[config.mk]
export PLATFORM = sky130hd
export DESIGN_NAME = pid_sequencer
export DESIGN_NICKNAME = d
export VERILOG_FILES = /design/src/rtl/pid_sequencer.sv
export SDC_FILE = /design/constraint.sdc
export NUM_CORES = 1
export LEC_CHECK = 0
export BUFFER_PORTS_ARGS = -buffer_cell sky130_fd_sc_hd__buf_2
export CAP_MARGIN = 20
export CORE_ASPECT_RATIO = 1.4
export CORE_MARGIN = 10
export CORE_UTILIZATION = 45
export CTS_BUF_LIST = sky130_fd_sc_hd__clkbuf_2
export CTS_CLUSTER_SIZE = 8
export DETAILED_ROUTE_END_ITERATION = 10
export SLEW_MARGIN = 15
export SYNTH_ARGS = -nofsm -noshare
export SYNTH_HDL_FRONTEND = slang
export SYNTH_SLANG_ARGS = --single-unit
[constraint.sdc]
create_clock -name clk -period 2.2 [get_ports clk]
set_clock_uncertainty 0.1 [all_clocks]
set_input_delay 0.44 -clock clk [delete_from_list [all_inputs] [get_ports clk]]
set_output_delay 0.44 -clock clk [all_outputs]
set_load 0.01 [all_outputs]
[src/rtl/pid_sequencer.sv]
`timescale 1ns/1ps
// Line-follower PID sequencer: arms on a stable line, gates PID error samples
// with a minimum spacing, and halts after a prolonged line loss.
module pid_sequencer #(
   parameter int ARM_CYC  = 8,
   parameter int ERR_GAP  = 4,
   parameter int LOST_TMO = 64
) (
   input  logic       clk,
   input  logic       rst,
   input  logic       cmd_vld,
   input  logic [1:0] cmd,
   output logic       cmd_rdy,
   input  logic       line_present,
   input  logic       smpl_done,
   output logic       go,
   output logic       err_vld,
   output logic [2:0] state,
   output logic       lost_evt,
   output logic [7:0] drop_cnt
);

   typedef enum logic [2:0] {
      IDLE = 3'd0,
      ARM  = 3'd1,
      RUN  = 3'd2,
      LOST = 3'd3,
      HALT = 3'd4
   } state_t;

   localparam int AW = $clog2(ARM_CYC + 1);
   localparam int GW = $clog2(ERR_GAP + 1);
   localparam int LW = $clog2(LOST_TMO + 1);
   localparam logic [AW-1:0] ARM_LAST  = AW'(ARM_CYC - 1);
   localparam logic [GW-1:0] GAP_LOAD  = GW'(ERR_GAP - 1);
   localparam logic [LW-1:0] LOST_LAST = LW'(LOST_TMO - 1);

   state_t        state_q;
   logic [AW-1:0] arm_cnt;
   logic [GW-1:0] gap_cnt;
   logic [LW-1:0] lost_cnt;
   logic          accept;
   logic          is_go;
   logic          is_stop;

   // Handshake: a command transfers on an edge where cmd_vld && cmd_rdy; the
   // sequencer then drops cmd_rdy for exactly one cycle before accepting again.
   assign accept  = cmd_vld & cmd_rdy;
   assign is_go   = accept & (cmd == 2'b01);
   assign is_stop = accept & (cmd == 2'b10);
   assign state   = state_q;

   always_ff @(posedge clk or posedge rst) begin
      if (rst) begin
         state_q  <= IDLE;
         cmd_rdy  <= 1'b0;
         go       <= 1'b0;
         err_vld  <= 1'b0;
         lost_evt <= 1'b0;
         drop_cnt <= '0;
         arm_cnt  <= '0;
         gap_cnt  <= '0;
         lost_cnt <= '0;
      end else begin
         cmd_rdy  <= ~accept;
         err_vld  <= 1'b0;
         lost_evt <= 1'b0;
         if (gap_cnt != '0) gap_cnt <= gap_cnt - GW'(1);

         case (state_q)
            IDLE: begin
               go <= 1'b0;
               if (is_go) begin
                  state_q  <= ARM;
                  drop_cnt <= '0;
                  arm_cnt  <= '0;
               end
            end
            ARM: begin
               if (is_stop) begin
                  state_q <= IDLE;
               end else if (!line_present) begin
                  arm_cnt <= '0;
               end else if (arm_cnt == ARM_LAST) begin
                  state_q <= RUN;
                  go      <= 1'b1;
               end else begin
                  arm_cnt <= arm_cnt + AW'(1);
               end
            end
            RUN: begin
               if (is_stop) begin
                  state_q <= IDLE;
                  go      <= 1'b0;
               end else if (!line_present) begin
                  state_q  <= LOST;
                  lost_cnt <= '0;
               end else if (smpl_done) begin
                  // A sample inside the spacing window is discarded, not deferred.
                  if (gap_cnt == '0) begin
                     err_vld <= 1'b1;
                     gap_cnt <= GAP_LOAD;
                  end else if (drop_cnt != 8'hff) begin
                     drop_cnt <= drop_cnt + 8'd1;
                  end
               end
            end
            LOST: begin
               if (is_stop) begin
                  state_q <= IDLE;
                  go      <= 1'b0;
               end else if (line_present) begin
                  state_q <= RUN;
               end else if (lost_cnt == LOST_LAST) begin
                  state_q  <= HALT;
                  go       <= 1'b0;
                  lost_evt <= 1'b1;
               end else begin
                  lost_cnt <= lost_cnt + LW'(1);
               end
            end
            HALT: begin
               go <= 1'b0;
               if (is_stop) state_q <= IDLE;
            end
            default: begin
               state_q <= IDLE;
               go      <= 1'b0;
            end
         endcase
      end
   end

endmodule
Word-level counts from Yosys, hierarchy flattened --
Cells that the tools add are included.
Operators by class: muxes and demuxes 52, add/subtract/negate cells 4, reductions and logical operators 11, bitwise operators 4, eq/ne operators 31
Operators with widths (number):
- 3-bit two-way mux | 16
- 8-bit two-way mux | 6
- 7-bit two-way mux | 5
- 2-bit != test, second input constant | 15
- 3-bit != test, second input constant | 6
- 6-bit AND reduction | 3
- 1-bit two-way mux | 16
- 4-bit two-way mux | 4
- 8-bit one-hot mux with 2 select lines | 1
- 3-bit one-hot mux with 5 select lines | 1
- 7-bit one-hot mux with 2 select lines | 1
- 8-bit by 1-bit adder with 8-bit output, second input constant | 1
- 8-bit != test, second input constant | 1
- 4-bit one-hot mux with 2 select lines | 1
- 7-bit by 1-bit adder with 7-bit output, second input constant | 1
- 7-bit by 6-bit equality test with 1-bit output, second input constant | 1
- 7-bit AND reduction | 1
- 3-bit by 2-bit equality test with 1-bit output, second input constant | 2
- 3-bit zero test | 2
- 2-bit nonzero test | 3
- 4-bit by 1-bit adder with 4-bit output, second input constant | 1
- 4-bit by 3-bit equality test with 1-bit output, second input constant | 1
- 4-bit != test, second input constant | 1
- 4-bit AND reduction | 1
- 9 further kinds | 11
Word-level totals: word-level logic and storage cells 111, register bits after elaboration 29, bits of input ports 7, output and inout port bits 15

Depth between registers and ports, before layout --
Gate-level depths: netlist of run 1.
depth after elaboration 7, gate-level depth with buffers 6, depth with buffers taken out 6

Worst setup path after synthesis of run 1 --
Ideal clock, no wire load.
path kind flip-flop to flip-flop, start register state_q[2], in the netlist state[2], end register lost_cnt[1], path slack 0.214 ns, period minus slack after synthesis 1.986 ns, stages on the path, launching flop included 6, arrival 1.762 ns, required time 1.975 ns, library setup time 0.125 ns, path buffers 1, cell sequence dfrtp_1 > buf_6 > or3b_4 > or3_1 > o21ai_0 > mux2_2
On the way: word-level cells in the longest chain between the ends 3, elaborated cells on any way between the ends 10, those cells by class eq/ne (7); mux (1); reduce/logical (2)
RTL lines:
- from (decl) | RTL line 38 | state_t state_q;
- from (signal assigned) | RTL line 55 | state_q <= IDLE;
- from (signal assigned) | RTL line 74 | state_q <= ARM;
- from (signal assigned) | RTL line 81 | state_q <= IDLE;
- 3-bit by 2-bit equality test with 1-bit output | RTL line 70 | case (state_q)
- 2-bit != test (no line) / 2-bit nonzero test (equally long branches)
- 6-bit AND reduction (no line)
- to (signal assigned) | RTL line 119 | lost_cnt <= lost_cnt + LW'(1);
- to (decl) | RTL line 41 | logic [LW-1:0] lost_cnt;
Several ways; a longest one is shown, not always the timed one. A chain may end at the register's enable or synchronous reset.

Worst setup path in the final report of run 1 --
Same ends and word-level chain as after synthesis.

==> results of run 1 <==
==> cells in the mapped netlist, types with 3 or more instances <==
cell	n	area, um^2
or3_1	3	18.77
nand4b_1	5	43.79
mux2i_1	4	40.04
nand4_1	6	37.54
clkbuf_1	5	18.77
inv_1	8	30.03
nand2_1	12	45.04
nor3_1	5	25.02
nor2_1	9	33.78
o31ai_1	4	30.03
o21ai_0	4	20.02
a21oi_1	10	50.05
ha_1	6	75.07
mux2_2	4	45.04
a31oi_1	4	25.02
nand2b_1	6	37.54
nand3_1	9	45.04
or4_1	4	30.03
nor4_1	3	18.77
dfrtp_1	29	725.7
==> area by class of cell <==
type                            instances  share of cell area (%)
Tap cell                               42                   2.761
Inverter                                8                   1.578
Timing Repair Buffer                   30                   9.073
Clock inverter                          3                  0.6575
Sequential cell                        29                   38.13
Clock buffer                            5                   1.315
Multi-Input combinational cell        130                   46.48
==> tightest hold or removal path, cell delays in order <==
cell and delay, ns:
buf_2 0.09, inv_1 0.04, buf_4 0.33
==> logic make-up (layout without fill, tap and decap cells) <==
group                      Yosys count  count (layout)  share of synthesized area (%)
and+or+nand+nor                     76              76                          27.14
AOI/OAI and AO/OA                   40              40                          16.03
DFF                                 29              29                          43.25
buffers and inverters               15              46                          4.027
muxes                                8               8                          5.071
adders and majority gates            6               6                          4.474
==> routing by layer <==
metal	routed length, um	part of all wire, %	up-vias
met5	0	0	-
met4	57	1.4	0
met3	163	4.1	5
met2	2169	54	21
met1	1616	40	722
li1	-	-	723
==> metrics by stage <==
step / utilization, % / hold slack, ns / worst slack (ns) / instance area (um^2) / instances
finish: 52.70 / -0.003426 / 0.2233 / 1903 / 247
global route: 52.70 / 0.006151 / 0.02604 / 1903 / 247
CTS: 52.70 / 0.009120 / 0.1860 / 1903 / 247
detailed placement: 51.66 / 0.3829 / 0.2024 / 1866 / 239
global placement: 51.66 / 0.3710 / 0.2210 / 1866 / 239
floorplan: - / 0.3953 / 0.2135 / 1678 / 174
==> layout by cell type, fill, tap and decap left out, drive strengths merged, types with 6 or more instances in the layout <==
cell type / n
buf: 30
dfrtp: 29
nand2: 12
a21oi: 10
nand3: 9
nor2: 9
inv: 8
nand4: 6
nand2b: 6
ha: 6
==> sequential cells by signal, summed over array words and instances, names as in the netlist <==
name and cells:
arm_cnt 4, cmd_rdy 1, drop_cnt 8, err_vld 1, gap_cnt 3, go 1
lost_cnt 7, lost_evt 1, state 3
==> power by group through the flow <==
stage / Sequential [W] / Clock (W) / Combinational, W
6_report: 0.000668 / 0.000268 / 0.000500
5_1_grt: 0.000679 / 0.000305 / 0.000575
4_1_cts: 0.000668 / 0.000281 / 0.000507
3_5_place_dp: 0.000678 / 0 / 0.000506
3_3_place_gp: 0.000674 / 0 / 0.000486
2_1_floorplan: 0.000680 / 0 / 0.000350
==> how the worst max path moves through the flow <==
stage	cells after the start	from	slack, ns	to
2_1_floorplan	5	state[2]$_DFFE_PP0P_	0.21	lost_cnt[1]$_DFFE_PP0P_
3_3_place_gp	4	state[2]$_DFFE_PP0P_	0.22	drop_cnt[7]$_DFFE_PP0P_
3_5_place_dp	5	cmd[0]	0.20	state[0]$_DFFE_PP0P_
4_1_cts	6	gap_cnt[0]$_DFF_PP0_	0.19	drop_cnt[3]$_DFFE_PP0P_
5_1_grt	5	state[2]$_DFFE_PP0P_	0.03	drop_cnt[3]$_DFFE_PP0P_
6_report	4	state[2]$_DFFE_PP0P_	0.22	lost_cnt[1]$_DFFE_PP0P_
==> key figures, run 1 <==
Placed design
  • Routability congestion estimate: 0.7982
  • Port buffer count: 21
  • DP Wirelength: 3.002 mm

Timing
  • Final worst path period share: 89.85%
  • RSZ-0062 raised after global routing: false
  • Slew Viols, Final: 0
  • FMAX: 505.9 MHz
  • Final TNS setup: 0 ns
  • Worst slew pin tran: 0.5077 ns
  • Fin crit period: 1.977 ns
  • Max-slew headroom: 65.93%
  • Setup violations, final: 0
  • Final Hold Viols: 1
  • Hold WS: -0.003426 ns

Synth
  • Post-synth EDFFs: 0
  • Syn_nets: 187
  • Synth cell types: 48
  • Mapped Cells: 174
  • Asr flop ratio synth: 100.0%
  • Syn. warnings: 0
  • FF+latch count, synth: 29
  • Synthesized area: 1678 um^2
  • Post-synth top flop: dfrtp_1
  • Average cell area after synthesis: 9.643 um^2
  • Post-synthesis sequential area ratio: 43.25%

Clock network
  • Total CTS buffers: 5
  • CTS clk-pin slew, worst paths: 0.17 ns
  • Clock sink count: 29
  • Longest Clk Path Bufs: 2
  • Post-CTS setup buffer count: 0
  • Clock Latency Late Sink: 0.37 ns
  • Root buffer cell: clkbuf_2
  • CTS resizes: 0
  • H-tree levels: 2
  • TritonCTS clock tree: built
  • CTS Hold Bufs: 0

Die
  • Core area: 3611 um^2
  • Io pins: 22
  • Chip Height: 92.25 um
  • Initial core utilization: 46.47%
  • DIE AREA: 6606 um^2
  • # rows: 26
  • DIE WIDTH: 71.61 um

Status
  • Failing checks: negative hold slack
  • Outcome: finished, violations left

Critical path
  • Family with the most delay on the worst path: simple AND/OR/NAND/NOR gates
  • Crit path max fanout: 6
  • WP buf/inv: 0
  • Worst flop-to-flop path endpoint: lost_cnt[1]$_DFFE_PP0P_
  • Crit-path max cell delay: 0.47 ns
  • Crit-path cells: or3b_4, or3_1, o21ai_0, mux2_2
  • Nature of the critical path endpoint: flop
  • Worst setup path class: reg -> reg
  • Arrival @ worst endpoint: 2.15 ns
  • Critical Path Source Type: flop
  • R2R setup slack: 0.22 ns
  • CP max-delay cell: dfrtp_1
  • Worst Reg-to-Reg Cells: 4
  • Required @ worst endpoint: 2.37 ns
  • Worst r2r src: state[2]$_DFFE_PP0P_

Pwr
  • Sequential share of power: 46.5%
  • P_sw: 0.0005388 W
  • VDD IR-drop max: 0.4052 mV
  • Cell Pwr Density: 754.8 nW/um^2
  • Int Pwr: 0.0008977 W
  • Sw Ratio: 37.51%
  • Total Power: 0.001437 W
  • Leak: 0.8867 nW
  • Combinational share of power: 34.8%
  • Power share of the clock group: 18.7%

Finish
  • # diodes: 0
  • Register area: 725.7 um^2
  • Fill cells: 348
  • Footprint of the multi-input gates: 884.6 um^2
  • Fraction of layout cells with a size suffix above 1: 20.98%
  • Final net count: 217
  • P&R area growth vs syn: 13.42%

Route
  • Vias post-DR: 1471
  • # DRC: 0
  • DR iter-0 viols: 134
  • Routed wire length per instance: 16.22 um
  • Total Wirelength: 4.006 mm
  • Antenna viol nets, final: 0
  • Drt via density: 5.955
  • 1st-pass router iterations: 6

GRT
  • GR Util All Layers: 12.52%
  • Total congestion overflow: 0
  • Largest net degree at the start of global routing: 30
  • Met3 Usage GRT: 3.991%
  • Global Route met2 Usage: 22.94%
  • Met1 Use GR: 12.70%
  • Vias in the first global route: 1434
  • Initial antenna violation count: 0
  • First-pass GRT wire length: 6.734 mm
  • Global route hottest layer: met2

Min path
  • Hold WC Path Type: in -> async

Flow run
  • Max-Cap Viols: 0
No activity file was read; power rests on OpenSTA's default activity.
==> run 2, diff against run 1 <==
--- a/config.mk
+++ b/config.mk
@@ -10,3 +10,3 @@
 export CORE_ASPECT_RATIO = 1.4
-export CORE_MARGIN = 10
+export CORE_MARGIN = 3
 export CORE_UTILIZATION = 45
==> constraint.sdc (replaced) <==
create_clock -name clk -period 2.2 [get_ports clk]
set_clock_uncertainty 0.1 [all_clocks]
set_input_delay 0.11 -clock clk [delete_from_list [all_inputs] [get_ports clk]]
set_output_delay 0.11 -clock clk [all_outputs]
set_load 0.01 [all_outputs]
==> key figures, run 2 (synthesis gave the netlist of run 1 again) <==
Status
  • Outcome: finished, final reports clean

Pwr
  • P_sw: 0.0005364 W (-0.45%)
  • Int Pwr: 0.0008965 W (-0.13%)
  • Sequential share of power: 47.6% (+1.1 points)
  • Cell Pwr Density: 749.0 nW/um^2 (-0.77%)
  • VDD IR-drop max: 0.4987 mV (+23%)
  • Combinational share of power: 34.3% (-0.5 points)
  • Sw Ratio: 37.43% (-0.074 points)
  • Power share of the clock group: 18.1% (-0.6 points)
  • Leak: 0.8880 nW (+0.15%)

Die
  • # rows: 25 (-3.8%)
  • Io pins: 22 (unchanged)
  • Chip Height: 78.25 um (-15%)
  • Core area: 3472 um^2 (-3.8%)
  • DIE AREA: 4508 um^2 (-32%)
  • DIE WIDTH: 57.61 um (-20%)
  • Initial core utilization: 48.32% (+1.9 points)

Route
  • Drt via density: 6.142 (+3.1%)
  • 1st-pass router iterations: 4 (-2)
  • Met3 routed WL: 156 um (-4.3%)
  • Total Wirelength: 3.905 mm (-2.5%)
  • DR iter-0 viols: 75 (-44%)
  • Routed wire length per instance: 15.87 um (-2.1%)
  • Met1 WL: 1.557 mm (-3.7%)
  • Vias post-DR: 1511 (+2.7%)
  • DR WL met2: 2.084 mm (-3.9%)
  • Max layer used: met4
  • Antenna viol nets, final: 0 (unchanged)
  • # DRC: 0 (unchanged)

Critical path
  • Worst setup path class: reg -> reg
  • Required @ worst endpoint: 2.36 ns (about the same)
  • Crit path max fanout: 10 (+4)
  • Critical Path Source Type: flop
  • Arrival @ worst endpoint: 2.23 ns (+0.08 ns)
  • Nature of the critical path endpoint: flop

Clock network
  • Root buffer cell: clkbuf_2
  • Clock sink count: 29 (unchanged)
  • CTS clk-pin slew, worst paths: 0.16 ns (about the same)
  • Clock Latency Late Sink: 0.37 ns (about the same)
  • H-tree levels: 2 (unchanged)
  • Post-CTS setup buffer count: 0 (unchanged)
  • Longest Clk Path Bufs: 2 (unchanged)
  • TritonCTS clock tree: built
  • Total CTS buffers: 5 (unchanged)

Finish
  • # diodes: 0 (unchanged)
  • Max FFs per register: 8 (unchanged)
  • Fraction of layout cells with a size suffix above 1: 20.39% (-0.59 points)
  • Fill cells: 337 (-3.2%)
  • Final net count: 218 (+0.46%)
  • Commonest non-fill, non-tap cell in the layout: dfrtp_1
  • P&R area growth vs syn: 14.02%
  • Top Registers: drop_cnt x8, lost_cnt x7, arm_cnt x4
  • Top reg by flops: drop_cnt
  • Most frequent cells in the layout: dfrtp_1, buf_2, nand2_1

Timing
  • Slew Viols, Final: 0 (unchanged)
  • Final worst path period share: 94.13% (+4.3 points)
  • Fin crit period: 2.071 ns (+0.09423 ns)
  • Setup violations, final: 0 (unchanged)
  • Max-slew headroom: 64.28% (-1.6 points)
  • Final TNS setup: 0 ns (unchanged)
  • Worst slew pin tran: 0.5322 ns (+0.02457 ns)
  • FMAX: 482.9 MHz (-4.5%)
  • RSZ-0062 raised after global routing: false
  • Setup slack after layout: 0.1291 ns (-0.09423 ns)
  • Final Hold Viols: 0 (-1)

Placed design
  • Port buffer count: 21 (unchanged)
  • DP Wirelength: 2.881 mm (-4.0%)
  • Dpl ws: 0.1702 ns (-0.03220 ns)
  • Routability congestion estimate: 0.8154 (+2.2%)

GRT
  • Largest net degree at the start of global routing: 30 (unchanged)
  • Total congestion overflow: 0 (unchanged)
  • First-pass GRT wire length: 6.851 mm (+1.7%)
  • Initial antenna violation count: 0 (unchanged)
  • Vias in the first global route: 1552 (+8.2%)
  • GR Util All Layers: 19.29% (+6.8 points)

Flow run
  • Max-Cap Viols: 0 (unchanged)

Min path
  • Hold WC Path Type: in -> reg
==> run 2: path summary, 6_finish.rpt <==
path | slack, ns | cells after the start | start | end
setup / recovery | 0.13 | 4 | state[2]$_DFFE_PP0P_ | lost_cnt[1]$_DFFE_PP0P_
hold / removal | 0.03 | 3 | line_present | state[1]$_DFFE_PP0P_
setup reg to reg | 0.13 | 4 | state[2]$_DFFE_PP0P_ | lost_cnt[1]$_DFFE_PP0P_
hold reg to reg | 0.41 | 1 | cmd_rdy$_DFF_PP0_ | cmd_rdy$_DFF_PP0_
max in group asynchronous | 1.49 | 4 | rst | drop_cnt[3]$_DFFE_PP0P_
min in group asynchronous | 0.24 | 4 | rst | drop_cnt[0]$_DFFE_PP0P_
==> run 2: layout make-up <==
| class | count | area [um^2] | share of cell area [%] |
|---|---|---|---|
| clock buffer | 5 | 25.02 | 1.308 |
| timing repair buffer | 31 | 185.2 | 9.680 |
| inverter | 8 | 30.03 | 1.570 |
| clock inverter | 3 | 12.51 | 0.6540 |
| sequential | 29 | 725.7 | 37.93 |
| tap | 40 | 50.05 | 2.616 |
| multi-input combinational | 130 | 884.6 | 46.24 |
==> run 2: metal layers <==
metal / vias to the layer above / global-route usage [%]
met1: 741 / 21.04
met3: 10 / 4.441
met4: 0 / 10.21
li1: 721 / -
met2: 39 / 33.71
met5: - / 0
==> run 2: worst max-delay path, stage by stage (launching register included) <==
cell and delay [ns]:
dfrtp_1 0.51, or3b_4 0.46, or3_1 0.39, o21ai_0 0.14, mux2_2 0.36
==> run 2: power groups by stage <==
| stage | sequential, W | combinational (W) | clock [W] |
|---|---|---|---|
| after CTS | 0.000682 | 0.000493 | 0.000264 |
| after floorplan | 0.000680 | 0.000350 | 0 |
| after global placement | 0.000683 | 0.000477 | 0 |
| after global routing | 0.000693 | 0.000556 | 0.000291 |
| final | 0.000682 | 0.000492 | 0.000259 |
| after detailed placement | 0.000693 | 0.000490 | 0 |
==> run 2: through the flow <==
| step | hold slack, ns | util [%] | instance area, um^2 | instances | power [W] |
|---|---|---|---|---|---|
| 2_1_floorplan | 0.08643 | - | 1678 | 174 | 0.001030 |
| 3_3_place_gp | 0.09779 | 53.44 | 1856 | 236 | 0.001160 |
| 3_5_place_dp | 0.09984 | 53.44 | 1856 | 236 | 0.001183 |
| 4_1_cts | 0.01212 | 55.10 | 1913 | 246 | 0.001440 |
| 5_1_grt | 0.01109 | 55.10 | 1913 | 246 | 0.001540 |
| 6_report | 0.03002 | 55.10 | 1913 | 246 | 0.001433 |
==> run 2: repair_timing <==
| action | 4_1_cts | 5_1_grt |
|---|---|---|
| resized for setup | 0 | 0 |
| hold buffers | 2 | 0 |
| endpoints found under the hold margin | 30 | 0 |
==> run 3, diff against run 2 <==
Settings changed: PLACE_DENSITY set to 0.67.
Clock period 2.2 ns to 1.82 ns, I/O delays scaled along.
==> key figures, run 3 (synthesis gave the netlist of run 1 again) <==
Status
  • Outcome: finished, violations left
  • Failing checks: negative setup slack

Die
  • DIE WIDTH: 57.61 um (unchanged)
  • DIE AREA: 4508 um^2 (unchanged)
  • Core area: 3472 um^2 (unchanged)
  • Initial core utilization: 48.32% (unchanged)
  • Chip Height: 78.25 um (unchanged)
  • # rows: 25 (unchanged)
  • Io pins: 22 (unchanged)

Timing
  • Setup violations, final: 2 (+2)
  • Fin crit period: 1.850 ns (-0.2211 ns)
  • Max-slew headroom: 66.61% (+2.3 points)
  • Worst slew pin tran: 0.4970 ns (-0.03521 ns)
  • Setup slack after layout: -0.02984 ns (-0.1589 ns)
  • Slew Viols, Final: 0 (unchanged)
  • Final Hold Viols: 0 (unchanged)
  • Final worst path period share: 101.6% (+7.5 points)
  • FMAX: 540.6 MHz (+12%)
  • RSZ-0062 raised after global routing: true

Route
  • DR iter-0 viols: 54 (-28%)
  • Vias post-DR: 1622 (+7.3%)
  • 1st-pass router iterations: 4 (unchanged)
  • Total Wirelength: 4.347 mm (+11%)
  • Drt via density: 5.835 (-5.0%)
  • Routed wire length per instance: 15.64 um (-1.5%)
  • # DRC: 0 (unchanged)
  • Antenna viol nets, final: 0 (unchanged)

Critical path
  • Worst Reg-to-Reg Cells: 4 (unchanged)
  • R2R setup slack: -0.03 ns (-0.16 ns)
  • Crit path max fanout: 4 (-6)
  • Worst r2r src: state[2]$_DFFE_PP0P_
  • Crit path capture: drop_cnt[7]$_DFFE_PP0P_
  • Worst setup path class: reg -> reg
  • Required @ worst endpoint: 2.03 ns (-0.33 ns)
  • Worst flop-to-flop path endpoint: drop_cnt[7]$_DFFE_PP0P_
  • Crit path from: state[2]$_DFFE_PP0P_
  • Arrival @ worst endpoint: 2.06 ns (-0.17 ns)
  • Nature of the critical path endpoint: flop
  • Critical Path Source Type: flop

Clock network
  • Clock sink count: 29 (unchanged)
  • CTS clk-pin slew, worst paths: 0.16 ns (about the same)
  • H-tree levels: 2 (unchanged)
  • Longest Clk Path Bufs: 2 (unchanged)
  • Total CTS buffers: 5 (unchanged)
  • TritonCTS clock tree: built
  • Root buffer cell: clkbuf_2
  • Clock Latency Late Sink: 0.37 ns (about the same)

Placed design
  • Cells after DPL: 258 (+9.3%)
  • Routability congestion estimate: 0.9078 (+11%)
  • DP Wirelength: 3.173 mm (+10%)
  • Dpl ws: -0.01523 ns (-0.1854 ns)
  • Port buffer count: 21 (unchanged)

Finish
  • Top reg by flops: drop_cnt
  • Non-filler cells, final: 278 (+13%)
  • P&R area growth vs syn: 34.75%
  • # diodes: 0 (unchanged)
  • Max FFs per register: 8 (unchanged)
  • Most frequent cells in the layout: buf_4, dfrtp_1, buf_2
  • Top Registers: drop_cnt x8, lost_cnt x7, arm_cnt x4
  • Fill cells: 291 (-14%)
  • Commonest non-fill, non-tap cell in the layout: buf_4
  • Fraction of layout cells with a size suffix above 1: 38.24% (+18 points)
  • Final net count: 250 (+15%)

GRT
  • Total congestion overflow: 0 (unchanged)
  • First-pass GRT wire length: 7.058 mm (+3.0%)
  • Initial antenna violation count: 0 (unchanged)
  • Vias in the first global route: 1589 (+2.4%)
  • GR Util All Layers: 19.82% (+0.53 points)
  • Largest net degree at the start of global routing: 30 (unchanged)

Pwr
  • Cell Pwr Density: 864.3 nW/um^2 (+15%)
  • VDD IR-drop max: 0.6293 mV (+26%)
  • Leak: 1.053 nW (+19%)

Min path
  • Hold WC Path Type: in -> reg

Flow run
  • Max-Cap Viols: 0 (unchanged)
[run 3: cell count changes in the layout (fill, tap and decap cells not counted), sizes merged]
cell / delta
buf: +31
dlygate4sd3: +1
clkinv: -1
clkinvlp: +1
[run 3: final cells by class]
class,count,area (um^2),share of cell area (%)
Inverter,8,30.03,1.328
Sequential cell,29,725.7,32.10
Multi-Input combinational cell,130,983.4,43.50
Clock inverter,3,17.52,0.7748
Timing Repair Buffer,63,429.2,18.98
Clock buffer,5,25.02,1.107
Tap cell,40,50.05,2.214
[run 3: repair_timing]
| item | 4_1_cts | 5_1_grt |
|---|---|---|
| setup buffers | 0 | 8 |
| setup endpoints to repair | 6 | 21 |
| cloned | 0 | 1 |
| pin swaps | 0 | 10 |
| resized for setup | 1 | 17 |
| hold buffers | 3 | 0 |
| endpoints found under the hold margin | 31 | 0 |
[run 3: worst min-delay path by stage]
stage,start,slack [ns],endpoint,cells past startpoint
3_3_place_gp,rst,0.08,gap_cnt[0]$_DFF_PP0_,3
6_report,smpl_done,0.15,drop_cnt[7]$_DFFE_PP0P_,5
5_1_grt,smpl_done,0.12,drop_cnt[7]$_DFFE_PP0P_,5
2_1_floorplan,rst,0.07,arm_cnt[0]$_DFFE_PP0P_,1
3_5_place_dp,rst,0.08,gap_cnt[0]$_DFF_PP0_,3
4_1_cts,smpl_done,0.12,drop_cnt[7]$_DFFE_PP0P_,5
[run 3: report_power, final]
group          switching [W]  internal [W]
logic               0.000417      0.000411
registers          0.0000629      0.000735
clock network       0.000238     0.0000895
total               0.000718       0.00124
[run 3: metal layers]
layer	share of wire, %	wire (um)	GRT usage, %
met5	0	0	0
met4	1.6	70	8.353
met3	3.0	129	4.112
met1	39	1716	22.45
met2	56	2430	35.07
[run 3: worst max-delay path: stages, from the launching register on]
cell	delay (ns)
dfrtp_1	0.44
or3b_4	0.42
nor4b_4	0.23
or4b_1	0.47
a21oi_1	0.14
[run 3: metrics by stage]
step           TNS (ns)  util, %  power, W  area [um^2]  hold slack [ns]
4_1_cts         -0.1171    61.23  0.001921         2126           0.1160
2_1_floorplan   -0.1539        -  0.001255         1712          0.06743
3_3_place_gp          0    58.88  0.001540         2044          0.07887
3_5_place_dp   -0.01523    58.88  0.001582         2044          0.08485
5_1_grt         -0.3811    65.12  0.002110         2261           0.1223
6_report       -0.04879    65.12  0.001954         2261           0.1463
